[src/rtl/uart_pkg.sv]
// Shared types and constants for the UART transmit feeder slice.
package uart_pkg;

  localparam int DATA_W   = 8;
  localparam int TX_CNT_W = 16;

  typedef enum logic [1:0] {
    IDLE      = 2'd0,
    REQ       = 2'd1,
    WAIT_DONE = 2'd2
  } txState_t;

endpackage

[src/rtl/uart_tx_feeder_if.sv]
// Producer-side and transmitter-side signals of uart_tx_feeder bundled as one interface.
interface uart_tx_feeder_if
  import uart_pkg::*;
#(
  parameter int ADDR_W = 4
);

  logic              wr_en;
  logic [DATA_W-1:0] wr_data;
  logic              fifo_full;
  logic              fifo_empty;
  logic [ADDR_W:0]   fifo_count;
  logic              TxD_start;
  logic [DATA_W-1:0] TxD_data;
  logic              TxD_busy;
  logic              idle;

  modport master (
    output wr_en, wr_data, TxD_busy,
    input  fifo_full, fifo_empty, fifo_count, TxD_start, TxD_data, idle
  );

  modport slave (
    input  wr_en, wr_data, TxD_busy,
    output fifo_full, fifo_empty, fifo_count, TxD_start, TxD_data, idle
  );

endinterface

[src/rtl/byte_fifo.sv]
// Register-based byte FIFO with registered full/empty/count that reflect the post-edge state.
module byte_fifo
  import uart_pkg::*;
#(
  parameter int DEPTH  = 16,
  parameter int ADDR_W = 4
) (
  input  logic              clk,
  input  logic              reset,
  input  logic              push,
  input  logic              pop,
  input  logic [DATA_W-1:0] wrData,
  output logic [DATA_W-1:0] head,
  output logic              full,
  output logic              empty,
  output logic [ADDR_W:0]   count,
  output logic              emptyNext
);

  localparam logic [ADDR_W:0] FULL_CNT = (ADDR_W + 1)'(DEPTH);
  localparam logic [ADDR_W:0] ZERO_CNT = {(ADDR_W + 1){1'b0}};
  localparam logic [ADDR_W:0] ONE_CNT  = (ADDR_W + 1)'(1);

  logic [DATA_W-1:0] memR [DEPTH];
  logic [ADDR_W-1:0] wrPtrR;
  logic [ADDR_W-1:0] rdPtrR;
  logic [ADDR_W:0]   countR;
  logic [ADDR_W:0]   countS;
  logic              fullR;
  logic              emptyR;
  logic              pushOkS;
  logic              popOkS;

  // Accept decisions use the flags from the start of the cycle, so a push while full is dropped even if a pop happens.
  always_comb begin
    pushOkS = push && !fullR;
    popOkS  = pop && !emptyR;
    countS  = countR;
    if (pushOkS && !popOkS) begin
      countS = countR + ONE_CNT;
    end else if (popOkS && !pushOkS) begin
      countS = countR - ONE_CNT;
    end else begin
      countS = countR;
    end
  end

  // Storage array; contents are deliberately left untouched by reset.
  always_ff @(posedge clk) begin
    if (pushOkS) begin
      memR[wrPtrR] <= wrData;
    end
  end

  // Pointer, occupancy and flag registers.
  always_ff @(posedge clk) begin
    if (reset) begin
      wrPtrR <= {ADDR_W{1'b0}};
      rdPtrR <= {ADDR_W{1'b0}};
      countR <= ZERO_CNT;
      fullR  <= 1'b0;
      emptyR <= 1'b1;
    end else begin
      if (pushOkS) begin
        wrPtrR <= wrPtrR + ADDR_W'(1);
      end
      if (popOkS) begin
        rdPtrR <= rdPtrR + ADDR_W'(1);
      end
      countR <= countS;
      fullR  <= (countS == FULL_CNT);
      emptyR <= (countS == ZERO_CNT);
    end
  end

  assign head      = memR[rdPtrR];
  assign full      = fullR;
  assign empty     = emptyR;
  assign count     = countR;
  assign emptyNext = (countS == ZERO_CNT);

endmodule

[src/rtl/uart_tx_feeder.sv]
// Buffered byte source for async_transmitter: pops the FIFO and paces TxD_start on TxD_busy.
// Define TX_COUNT_EN to add the tx_count frame counter and the sticky overflow flag.
module uart_tx_feeder
  import uart_pkg::*;
#(
  parameter int DEPTH  = 16,
  parameter int ADDR_W = 4
) (
  input  logic clk,
  input  logic reset,
  uart_tx_feeder_if.slave bus
`ifdef TX_COUNT_EN
  ,
  output logic [TX_CNT_W-1:0] tx_count,
  output logic [0:0]          overflow
`endif
);

  txState_t          stateR;
  txState_t          stateS;
  logic              startR;
  logic              startS;
  logic [DATA_W-1:0] dataR;
  logic [DATA_W-1:0] dataS;
  logic              idleR;
  logic              idleS;
  logic              popS;
  logic [DATA_W-1:0] headS;
  logic              fifoFullS;
  logic              fifoEmptyS;
  logic [ADDR_W:0]   fifoCountS;
  logic              emptyNextS;

  byte_fifo #(
    .DEPTH (DEPTH),
    .ADDR_W(ADDR_W)
  ) u_fifo (
    .clk      (clk),
    .reset    (reset),
    .push     (bus.wr_en),
    .pop      (popS),
    .wrData   (bus.wr_data),
    .head     (headS),
    .full     (fifoFullS),
    .empty    (fifoEmptyS),
    .count    (fifoCountS),
    .emptyNext(emptyNextS)
  );

  // Next-state and next-output logic; the head byte is captured in the same cycle it is popped.
  always_comb begin
    stateS = stateR;
    startS = startR;
    dataS  = dataR;
    popS   = 1'b0;
    case (stateR)
      IDLE: begin
        if (!fifoEmptyS && !bus.TxD_busy) begin
          popS   = 1'b1;
          dataS  = headS;
          startS = 1'b1;
          stateS = REQ;
        end else begin
          startS = 1'b0;
          stateS = IDLE;
        end
      end
      REQ: begin
        if (bus.TxD_busy) begin
          startS = 1'b0;
          stateS = WAIT_DONE;
        end else begin
          startS = 1'b1;
          stateS = REQ;
        end
      end
      WAIT_DONE: begin
        startS = 1'b0;
        if (!bus.TxD_busy) begin
          stateS = IDLE;
        end else begin
          stateS = WAIT_DONE;
        end
      end
      default: begin
        startS = 1'b0;
        stateS = IDLE;
      end
    endcase
    idleS = emptyNextS && (stateS == IDLE);
  end

  // FSM state and registered transmitter-facing outputs.
  always_ff @(posedge clk) begin
    if (reset) begin
      stateR <= IDLE;
      startR <= 1'b0;
      dataR  <= {DATA_W{1'b0}};
      idleR  <= 1'b1;
    end else begin
      stateR <= stateS;
      startR <= startS;
      dataR  <= dataS;
      idleR  <= idleS;
    end
  end

`ifdef TX_COUNT_EN
  logic [TX_CNT_W-1:0] txCountR;
  logic                overflowR;

  // Frames handed off (counted on REQ->WAIT_DONE) and sticky record of a push lost to a full FIFO.
  always_ff @(posedge clk) begin
    if (reset) begin
      txCountR  <= {TX_CNT_W{1'b0}};
      overflowR <= 1'b0;
    end else begin
      if ((stateR == REQ) && bus.TxD_busy) begin
        txCountR <= txCountR + TX_CNT_W'(1);
      end
      if (bus.wr_en && fifoFullS) begin
        overflowR <= 1'b1;
      end
    end
  end

  assign tx_count = txCountR;
  assign overflow = overflowR;
`endif

  assign bus.fifo_full  = fifoFullS;
  assign bus.fifo_empty = fifoEmptyS;
  assign bus.fifo_count = fifoCountS;
  assign bus.TxD_start  = startR;
  assign bus.TxD_data   = dataR;
  assign bus.idle       = idleR;

endmodule
[src/flat_wrapper.sv]
// flat-port wrapper written by rule: the top's interface ports become plain ports
module uart_tx_feeder_flat import uart_pkg::*;
#(
  parameter int DEPTH  = 16,
  parameter int ADDR_W = 4
)
  (clk, reset, bus_wr_en, bus_wr_data, bus_TxD_busy, bus_fifo_full, bus_fifo_empty, bus_fifo_count, bus_TxD_start, bus_TxD_data, bus_idle);
  uart_tx_feeder_if #(.ADDR_W(ADDR_W)) bus_i ();
  input  logic clk;
  input  logic reset;
  input wire logic [$bits(bus_i.wr_en)-1:0] bus_wr_en;
  input wire logic [$bits(bus_i.wr_data)-1:0] bus_wr_data;
  input wire logic [$bits(bus_i.TxD_busy)-1:0] bus_TxD_busy;
  output wire logic [$bits(bus_i.fifo_full)-1:0] bus_fifo_full;
  output wire logic [$bits(bus_i.fifo_empty)-1:0] bus_fifo_empty;
  output wire logic [$bits(bus_i.fifo_count)-1:0] bus_fifo_count;
  output wire logic [$bits(bus_i.TxD_start)-1:0] bus_TxD_start;
  output wire logic [$bits(bus_i.TxD_data)-1:0] bus_TxD_data;
  output wire logic [$bits(bus_i.idle)-1:0] bus_idle;
  assign bus_i.wr_en = bus_wr_en;
  assign bus_i.wr_data = bus_wr_data;
  assign bus_i.TxD_busy = bus_TxD_busy;
  assign bus_fifo_full = bus_i.fifo_full;
  assign bus_fifo_empty = bus_i.fifo_empty;
  assign bus_fifo_count = bus_i.fifo_count;
  assign bus_TxD_start = bus_i.TxD_start;
  assign bus_TxD_data = bus_i.TxD_data;
  assign bus_idle = bus_i.idle;
  uart_tx_feeder #(.DEPTH(DEPTH), .ADDR_W(ADDR_W)) u_core (.clk(clk), .reset(reset), .bus(bus_i));
endmodule
[config.mk]
export PLATFORM = sky130hd
export DESIGN_NAME = uart_tx_feeder_flat
export DESIGN_NICKNAME = d
export VERILOG_FILES = /design/src/rtl/uart_pkg.sv /design/src/rtl/uart_tx_feeder_if.sv /design/src/rtl/byte_fifo.sv /design/src/rtl/uart_tx_feeder.sv /design/src/flat_wrapper.sv
export SDC_FILE = /design/constraint.sdc
export NUM_CORES = 1
export LEC_CHECK = 0
export CORE_MARGIN = 2
export CORE_UTILIZATION = 45
export DETAILED_ROUTE_END_ITERATION = 8
export GPL_ROUTABILITY_DRIVEN = 0
export HOLD_SLACK_MARGIN = 0.05
export PLACE_DENSITY_LB_ADDON = 0.25
export SYNTH_ARGS = -nofsm -noshare
export SYNTH_HDL_FRONTEND = slang
export SYNTH_SLANG_ARGS = --single-unit
[constraint.sdc]
create_clock -name clk -period 4.2 [get_ports clk]
set_input_delay 0.42 -clock clk [delete_from_list [all_inputs] [get_ports clk]]
set_output_delay 0.42 -clock clk [all_outputs]
set_load 0.005 [all_outputs]
-- After elaboration in Yosys (flattened, before gate mapping)
Memory sizes are Yosys's and may differ from the RTL's. A register that Yosys moved wholly into a read port is not among the register bits.
Cells that the tools add are included.
Widths: inputs -> output; s select.
- add/sub/neg operators: 4
- equality and inequality tests: 3
- muxes and demuxes: 12
- reduce and logical (&&, ||, !) cells: 15
- operators by type and width (cell ; number):
    $mux 5 ; 2
    $add 4x1->4 const B ; 2
    $logic_and 1x1->1 ; 6
    $mux 1 ; 6
    $pmux 2 s3 ; 1
    $add 5x1->5 const B ; 1
    $eq 5x5->1 const B ; 1
    $logic_not 1->1 ; 5
    $logic_not 5->1 ; 1
    $sub 5x1->5 const B ; 1
    $logic_not 2->1 ; 2
    $mux 2 ; 2
    $eq 2x1->1 const B ; 1
    $eq 2x2->1 const B ; 1
    $pmux 1 s2 ; 1
    $reduce_and 2->1 ; 1
- register bits: 19
- memory bits (writable): 128
- input port bits: 12
- output and inout port bits: 17
- word-level logic and storage cells: 43
- memories kept: 1
- memories (memory ; words ; width ; read ports ; clocked after Yosys merged registers in ; wr ports ; RTL line ; source):
    u_core.u_fifo.memR ; 16 ; 8 ; 1 ; 1 ; 1 ; byte_fifo.sv:24 ; logic [DATA_W-1:0] memR [DEPTH];

-- Longest topological paths before layout
Gate-level depths: netlist of the first run.
- depth in word-level cells: 10
- mapped depth: 7
- mapped depth without buffers: 7

-- Hierarchy
Synthesis of the first run repeated with hierarchy kept, for this count alone.
- cells, all modules: 336
- area, all modules: 6321.1 um^2
- by module, submodules not included (module ; instances ; cells each ; area each (um^2)):
    byte_fifo ; 1 ; 298 ; 5890.6
    uart_tx_feeder ; 1 ; 38 ; 430.4

-- Worst setup path before layout of the first run
OpenSTA, ideal clock, no wires.
- path type: input to register
- start: input port bus_wr_en
- end: memory u_core.u_fifo.memR[3][0] (enable)
- library setup time: 0.383 ns
- data arrival time: 1.866 ns
- required time: 3.817 ns
- setup slack: 1.951 ns
- stages on the path: 5
- path buffers: 2
- cells stage by stage: nor2b_1 -> clkbuf_1 -> clkbuf_1 -> nand2_1 -> nor3_1
- longest elaborated chain between the ends: 3
- ends and longest elaborated chain (element ; RTL line ; source):
    start: declaration ; flat_wrapper.sv:11 ; input wire logic [$bits(bus_i.wr_en)-1:0] bus_wr_en;
    $logic_and 1x1->1 ; byte_fifo.sv:36 ; pushOkS = push && !fullR;
    $mux 1 ; byte_fifo.sv:50 ; if (pushOkS) begin
    $mux 1 (not written as such) ; byte_fifo.sv:51 ; memR[wrPtrR] <= wrData;
    end: declaration ; byte_fifo.sv:24 ;
Every way passes these cells.

==> results of run 1 <==
-- layout make-up --
type | instances | area share
sequential | 155 | 0.609
multi-input combinational | 170 | 0.220
clock buffer | 18 | 0.0596
timing repair buffer | 35 | 0.0462
clock inverter | 14 | 0.0311
tap | 176 | 0.0306
inverter | 7 | 0.00365
-- logic make-up after synthesis --
logic type,count (synthesis),share of synthesized area
adders and majority gates,7,0.0144
muxes,32,0.118
DFF,155,0.721
AOI/OAI and AO/OA,47,0.0529
buffers and inverters,28,0.0185
xor gates and xnor gates,11,0.0158
and+or+nand+nor,73,0.0592
-- how the worst min path moves through the flow --
stage	startpoint	to	slack [ns]
6_report	u_core.bus.TxD_data[7]$_SDFFE_PP0P_	u_core.bus.TxD_data[7]$_SDFFE_PP0P_	0.49
5_1_grt	u_core.bus.TxD_data[7]$_SDFFE_PP0P_	u_core.bus.TxD_data[7]$_SDFFE_PP0P_	0.53
4_1_cts	u_core.bus.TxD_data[7]$_SDFFE_PP0P_	u_core.bus.TxD_data[7]$_SDFFE_PP0P_	0.50
3_5_place_dp	u_core.bus.TxD_data[7]$_SDFFE_PP0P_	u_core.bus.TxD_data[7]$_SDFFE_PP0P_	0.48
3_3_place_gp	u_core.bus.TxD_data[7]$_SDFFE_PP0P_	u_core.bus.TxD_data[7]$_SDFFE_PP0P_	0.47
2_1_floorplan	u_core.bus.TxD_data[0]$_SDFFE_PP0P_	u_core.bus.TxD_data[0]$_SDFFE_PP0P_	0.48
-- layer usage --
| layer | up-vias | share of wire | global-route usage |
|---|---|---|---|
| met2 | 95 | 0.47 | 0.275 |
| met3 | 16 | 0.054 | 0.0453 |
| met1 | 1613 | 0.46 | 0.255 |
| li1 | 1457 | - | - |
| met4 | 0 | 0.020 | 0.0756 |
| met5 | - | 0 | 0 |
-- critical path: stages, from the launching register on --
cell,delay (ns)
dfxtp_2,0.63
buf_4,0.50
mux4_2,0.57
a22oi_1,0.34
a21oi_1,0.14
a21oi_1,0.15
nor2_1,0.05
-- power by group --
group	total [uW]	internal [uW]	switching [uW]
sequential	1790	1730	67.0
clock	1690	1110	588
combinational	492	251	241
-- cell usage after synthesis (2+ instances only) --
cell type / count
nand3_1: 3
inv_1: 7
a21oi_1: 20
a2111oi_0: 2
and3_1: 4
xnor2_1: 5
edfxtp_1: 128
xor2_1: 6
buf_2: 6
clkbuf_1: 12
a22oi_1: 16
o21ai_1: 2
mux4_2: 32
ha_1: 7
nor2_1: 32
nand4_1: 2
dfxtp_1: 27
buf_1: 3
nand2b_1: 3
nor3_1: 7
nand2_1: 12
nor2b_1: 3
-- metrics by stage --
stage,util,setup WS [ns],total power [uW],hold slack (ns),instances
CTS,0.544,1.61,4020,0.498,575
finish,0.544,1.65,3980,0.492,575
global placement,0.495,1.42,2310,0.473,543
floorplan,-,1.95,2130,0.479,353
global route,0.544,1.43,4140,0.527,575
detailed placement,0.495,1.32,2320,0.484,543
-- state kept, by name (all words and copies together) (netlist names) --
| name | cells |
|---|---|
| u_core.u_fifo.wrPtrR | 4 |
| u_core.bus.idle | 1 |
| u_core.u_fifo.empty | 1 |
| u_core.u_fifo.memR | 128 |
| u_core.u_fifo.rdPtrR | 4 |
| u_core.stateR | 2 |
| u_core.bus.TxD_data | 8 |
| u_core.u_fifo.count | 5 |
| u_core.bus.TxD_start | 1 |
| u_core.u_fifo.full | 1 |
==> out/qor.csv, run 1 <==
metric,value,unit
async set-reset flop share out of synthesis,0,
ANT cells,0,
Initial Utilization,0.459,
Max Cap Viol,0,
ys flop type,edfxtp_1,
synth top area cells,"edfxtp_1 (63%), mux4_2 (12%), dfxtp_1 (8.9%)",
skew final,0.0152,ns
post-DP HPWL,7750,microns
Fmax,393,MHz
Synth cell types,36,
Reg2Reg Launch Point,u_core.u_fifo.rdPtrR[0]$_SDFFE_PP0P_,
final antenna-violating net count,0,
total leakage power,0.00231,uW
# DRC,0,
height of the chip,120,microns
Sink Count,155,
clock-pin slew on the worst setup and hold paths,0.06,ns
worst skew pair latency,0.43,ns
area of the multi-input gates,0.00159,sq mm
critical path peak fanout,23,
number of global-route vias before repair,3249,
Post-synth EDFFs,128,
Final min period,2.55,ns
sequential cell area,0.00439,sq mm
"commonest non-fill, non-tap cell in the layout",edfxtp_1,
most frequent cells in the layout,"edfxtp_1 (128), nor2_1 (32), mux4_2 (32)",
Setup CP Type,reg2reg,
core area,0.0132,sq mm
"area leader, netlist",edfxtp_1,
CTS Buf Count,17,
die area,0.0145,sq mm
largest net degree at the start of global routing,26,
hold buffers post-CTS,0,
WL final,12100,microns
worst reg2reg path depth,6,
maximum buffer depth of the clock tree,2,
PortBufs,28,
final setup violation count,0,
share of layout cells above drive strength 1,0.188,
global-route wire length before repair,18800,microns
drt pass-1 iters,4,
status,finished clean,
Yosys reg bits,155,
Die W,120,microns
Vias/cell,5.53,
Crit Reg-Reg Endpoint,u_core.bus.TxD_data[7]$_SDFFE_PP0P_,
fillcell total,1058,
WHS Path Cells,2,
Avg WL per Cell,21.0,microns
Post-Syn Nets,372,
maximum vdd drop,309,uV
Critical Path Source,u_core.u_fifo.rdPtrR[0]$_SDFFE_PP0P_,
H-tree depth,4,
"setup slack, reg-to-reg",1.65,ns
Post-Layout Inst Area,0.00720,sq mm
Syn-to-layout area delta,18.4,%
Synth Instances,353,
measured slew at the worst slew-check pin,0.944,ns
GRT Residual Overflow,0,
CTS root buf,clkbuf_16,
Vias,3181,
GRT Util Overall,0.182,
I/O Pins,29,
final layout net count,405,
Critical Path End,u_core.bus.TxD_data[7]$_SDFFE_PP0P_,
Hold Crit Class,reg2reg,
# Post-CTS Setup Buffers,0,
Slew headroom,0.368,
Crit path required time,4.47,ns
RSZ-0062 raised after global routing,false,
Syn. warnings,0,
CP startpoint kind,register,
antenna violations before repair,0,
Row Count,42,
Crit path arrival time,2.82,ns
mapped cell area,0.00608,sq mm
Slew Limit Fails,0,
Yosys top cell area share,0.632,
placement-stage cell area,0.00655,sq mm
Power Dens Cells,552,mW/mm^2
Mean Syn Cell Area,17.2,sq um
Setup TNS,0,ns
Starting DRT DRC Count,283,
post-CTS sizing,0,
"Seq/Total Area, Yosys",0.721,
final hold violations,0,
period utilisation layout,0.606,
TritonCTS clock tree,done,
CP Capture Type,register,
Power figures use the tool's default switching activity.
==> run 2, diff against run 1 <==
==> constraint.sdc (replaced) <==
create_clock -name clk -period 2.5 [get_ports clk]
set_input_delay 0.25 -clock clk [delete_from_list [all_inputs] [get_ports clk]]
set_output_delay 0.25 -clock clk [all_outputs]
set_load 0.005 [all_outputs]
==> out/qor.csv, run 2 (synthesis gave the netlist of run 1 again) <==
metric,value,unit,change
status,finished clean,,
Max Used Layer,met4,,
skew final,0.00741,ns,-0.00782 ns
period utilisation layout,0.811,,+0.204
post-DP HPWL,7740,microns,-0.15%
share of layout cells above drive strength 1,0.219,,+0.0308
WL final,11800,microns,-2.1%
Reg2Reg Launch Point,u_core.u_fifo.rdPtrR[0]$_SDFFE_PP0P_,,
Hold Startpoint,reset,,
PortBufs,28,,unchanged
Slew Limit Fails,0,,unchanged
critical path's top delay family,compound AO/OA/AOI/OAI gates,,
Initial Utilization,0.459,,unchanged
most frequent cells in the layout,"edfxtp_1 (128), nor2_1 (32), mux4_2 (32)",,
placement-stage cell area,0.00670,sq mm,+2.3%
worst reg2reg path depth,6,,unchanged
WL met2,5590,microns,-1.9%
final antenna-violating net count,0,,unchanged
# Post-CTS Setup Buffers,0,,unchanged
RSZ-0062 raised after global routing,false,,
height of the chip,120,microns,unchanged
maximum buffer depth of the clock tree,2,,unchanged
H-tree depth,4,,unchanged
Row Count,42,,unchanged
Setup CP Type,reg2reg,,
Avg WL per Cell,20.0,microns,-4.9%
routed wl met3,761,microns,+17%
antenna violations before repair,0,,unchanged
CP startpoint kind,register,,
worst skew pair latency,0.42,ns,about the same
critical path peak fanout,9,,-61%
number of global-route vias before repair,3359,,+3.4%
Power Dens Cells,859,mW/mm^2,+56%
Syn-to-layout area delta,19.4,%,
# DRC,0,,unchanged
Crit path required time,2.80,ns,-1.67 ns
total leakage power,0.00237,uW,+2.7%
Slew headroom,0.529,,+0.161
CP max-delay cell,mux4_2,,
Starting DRT DRC Count,329,,+16%
Max Cap Viol,0,,unchanged
WHS Endpoint,u_core.stateR[0]$_SDFF_PP0_,,
DRT met1 WL,5270,microns,-4.1%
Post-Layout Inst Area,0.00726,sq mm,+0.78%
area of the multi-input gates,0.00159,sq mm,unchanged
Fmax,493,MHz,+26%
GRT Residual Overflow,0,,unchanged
TritonCTS clock tree,done,,
final setup violation count,0,,unchanged
final hold violations,0,,unchanged
Die W,120,microns,unchanged
Crit Reg-Reg Endpoint,u_core.bus.TxD_data[4]$_SDFFE_PP0P_,,
core area,0.0132,sq mm,unchanged
most frequent CP cell,a21oi_1,,
CP Cell Sequence,buf_4 > mux4_2 > a22oi_1 > a21oi_1 > a21oi_1 > nor2_1,,
clock-pin slew on the worst setup and hold paths,0.06,ns,about the same
Setup TNS,0,ns,unchanged
Hold Crit Class,in2reg,,
"setup slack, reg-to-reg",0.47,ns,-1.18 ns
maximum vdd drop,415,uV,+34%
global-route wire length before repair,18900,microns,+0.55%
Vias/cell,5.44,,-1.7%
final design utilization,0.548,,+0.00425
fillcell total,1079,,+2.0%
GRT Util Overall,0.181,,-0.00151
Crit path arrival time,2.33,ns,-0.49 ns
WHS,0.464,ns,-0.0277 ns
post-CTS sizing,0,,unchanged
CP max stage delay,0.52,ns,-0.11 ns
"Most flops, register",u_core.u_fifo.memR,,
"commonest non-fill, non-tap cell in the layout",edfxtp_1,,
hold buffers post-CTS,0,,unchanged
Final min period,2.03,ns,-0.520 ns
Sink Count,155,,unchanged
final layout net count,422,,+4.2%
measured slew at the worst slew-check pin,0.703,ns,-0.241 ns
Vias,3221,,+1.3%
die area,0.0145,sq mm,unchanged
I/O Pins,29,,unchanged
WHS Path Cells,2,,unchanged
CTS Buf Count,17,,unchanged
drt pass-1 iters,6,,+2
CTS root buf,clkbuf_16,,
critical path buffer and inverter count,1,,unchanged
largest net degree at the start of global routing,36,,+38%
CP Capture Type,register,,
ANT cells,0,,unchanged
number of flip-flops in the largest register,128,,unchanged
sequential cell area,0.00439,sq mm,unchanged
run 2: cell types whose count changed in the layout (fill, tap and decap cells not counted), sizes merged:
cell,before,now
clkinvlp,2,0
bufinv,6,0
inv,8,7
clkbuf,18,25
buf,7,24
clkinv,5,7
run 2: worst max path at each step:
stage                                    startpoint                                  end  slack (ns)  cells after the start
2_1_floorplan         u_core.u_fifo.full$_SDFF_PP0_   u_core.u_fifo.memR[3][0]$_DFFE_PP_        0.37                      5
3_3_place_gp                           bus_TxD_busy           u_core.bus.idle$_SDFF_PP1_        0.23                      6
3_5_place_dp                           bus_TxD_busy           u_core.bus.idle$_SDFF_PP1_        0.20                      6
4_1_cts        u_core.u_fifo.rdPtrR[0]$_SDFFE_PP0P_  u_core.bus.TxD_data[4]$_SDFFE_PP0P_        0.46                      6
5_1_grt        u_core.u_fifo.rdPtrR[0]$_SDFFE_PP0P_  u_core.bus.TxD_data[6]$_SDFFE_PP0P_        0.33                      6
6_report       u_core.u_fifo.rdPtrR[0]$_SDFFE_PP0P_  u_core.bus.TxD_data[4]$_SDFFE_PP0P_        0.47                      6
run 2: final cells by class:
type,count,area share
clock inverter,7,0.00534
sequential,155,0.604
clock buffer,25,0.0713
tap,176,0.0303
timing repair buffer,52,0.0669
multi-input combinational,170,0.219
inverter,7,0.00362
run 2: power by group:
group / leakage, uW / internal, uW / switching, uW
clock: 0.000281 / 1430 / 949
combinational: 0.000716 / 451 / 419
sequential: 0.00138 / 2900 / 88.1
run 2: per-layer routing:
| layer | vias up | GRT usage |
|---|---|---|
| met3 | 16 | 0.0580 |
| met2 | 103 | 0.272 |
| li1 | 1485 | - |
| met4 | 0 | 0.0676 |
| met5 | - | 0 |
| met1 | 1617 | 0.248 |
run 2: through the flow:
| step | instances | worst slack, ns | power, uW |
|---|---|---|---|
| final | 592 | 0.473 | 6240 |
| after CTS | 592 | 0.456 | 6290 |
| after detailed placement | 560 | 0.202 | 3920 |
| after floorplan | 353 | 0.368 | 3580 |
| after global placement | 560 | 0.227 | 3910 |
| after global routing | 592 | 0.333 | 6510 |
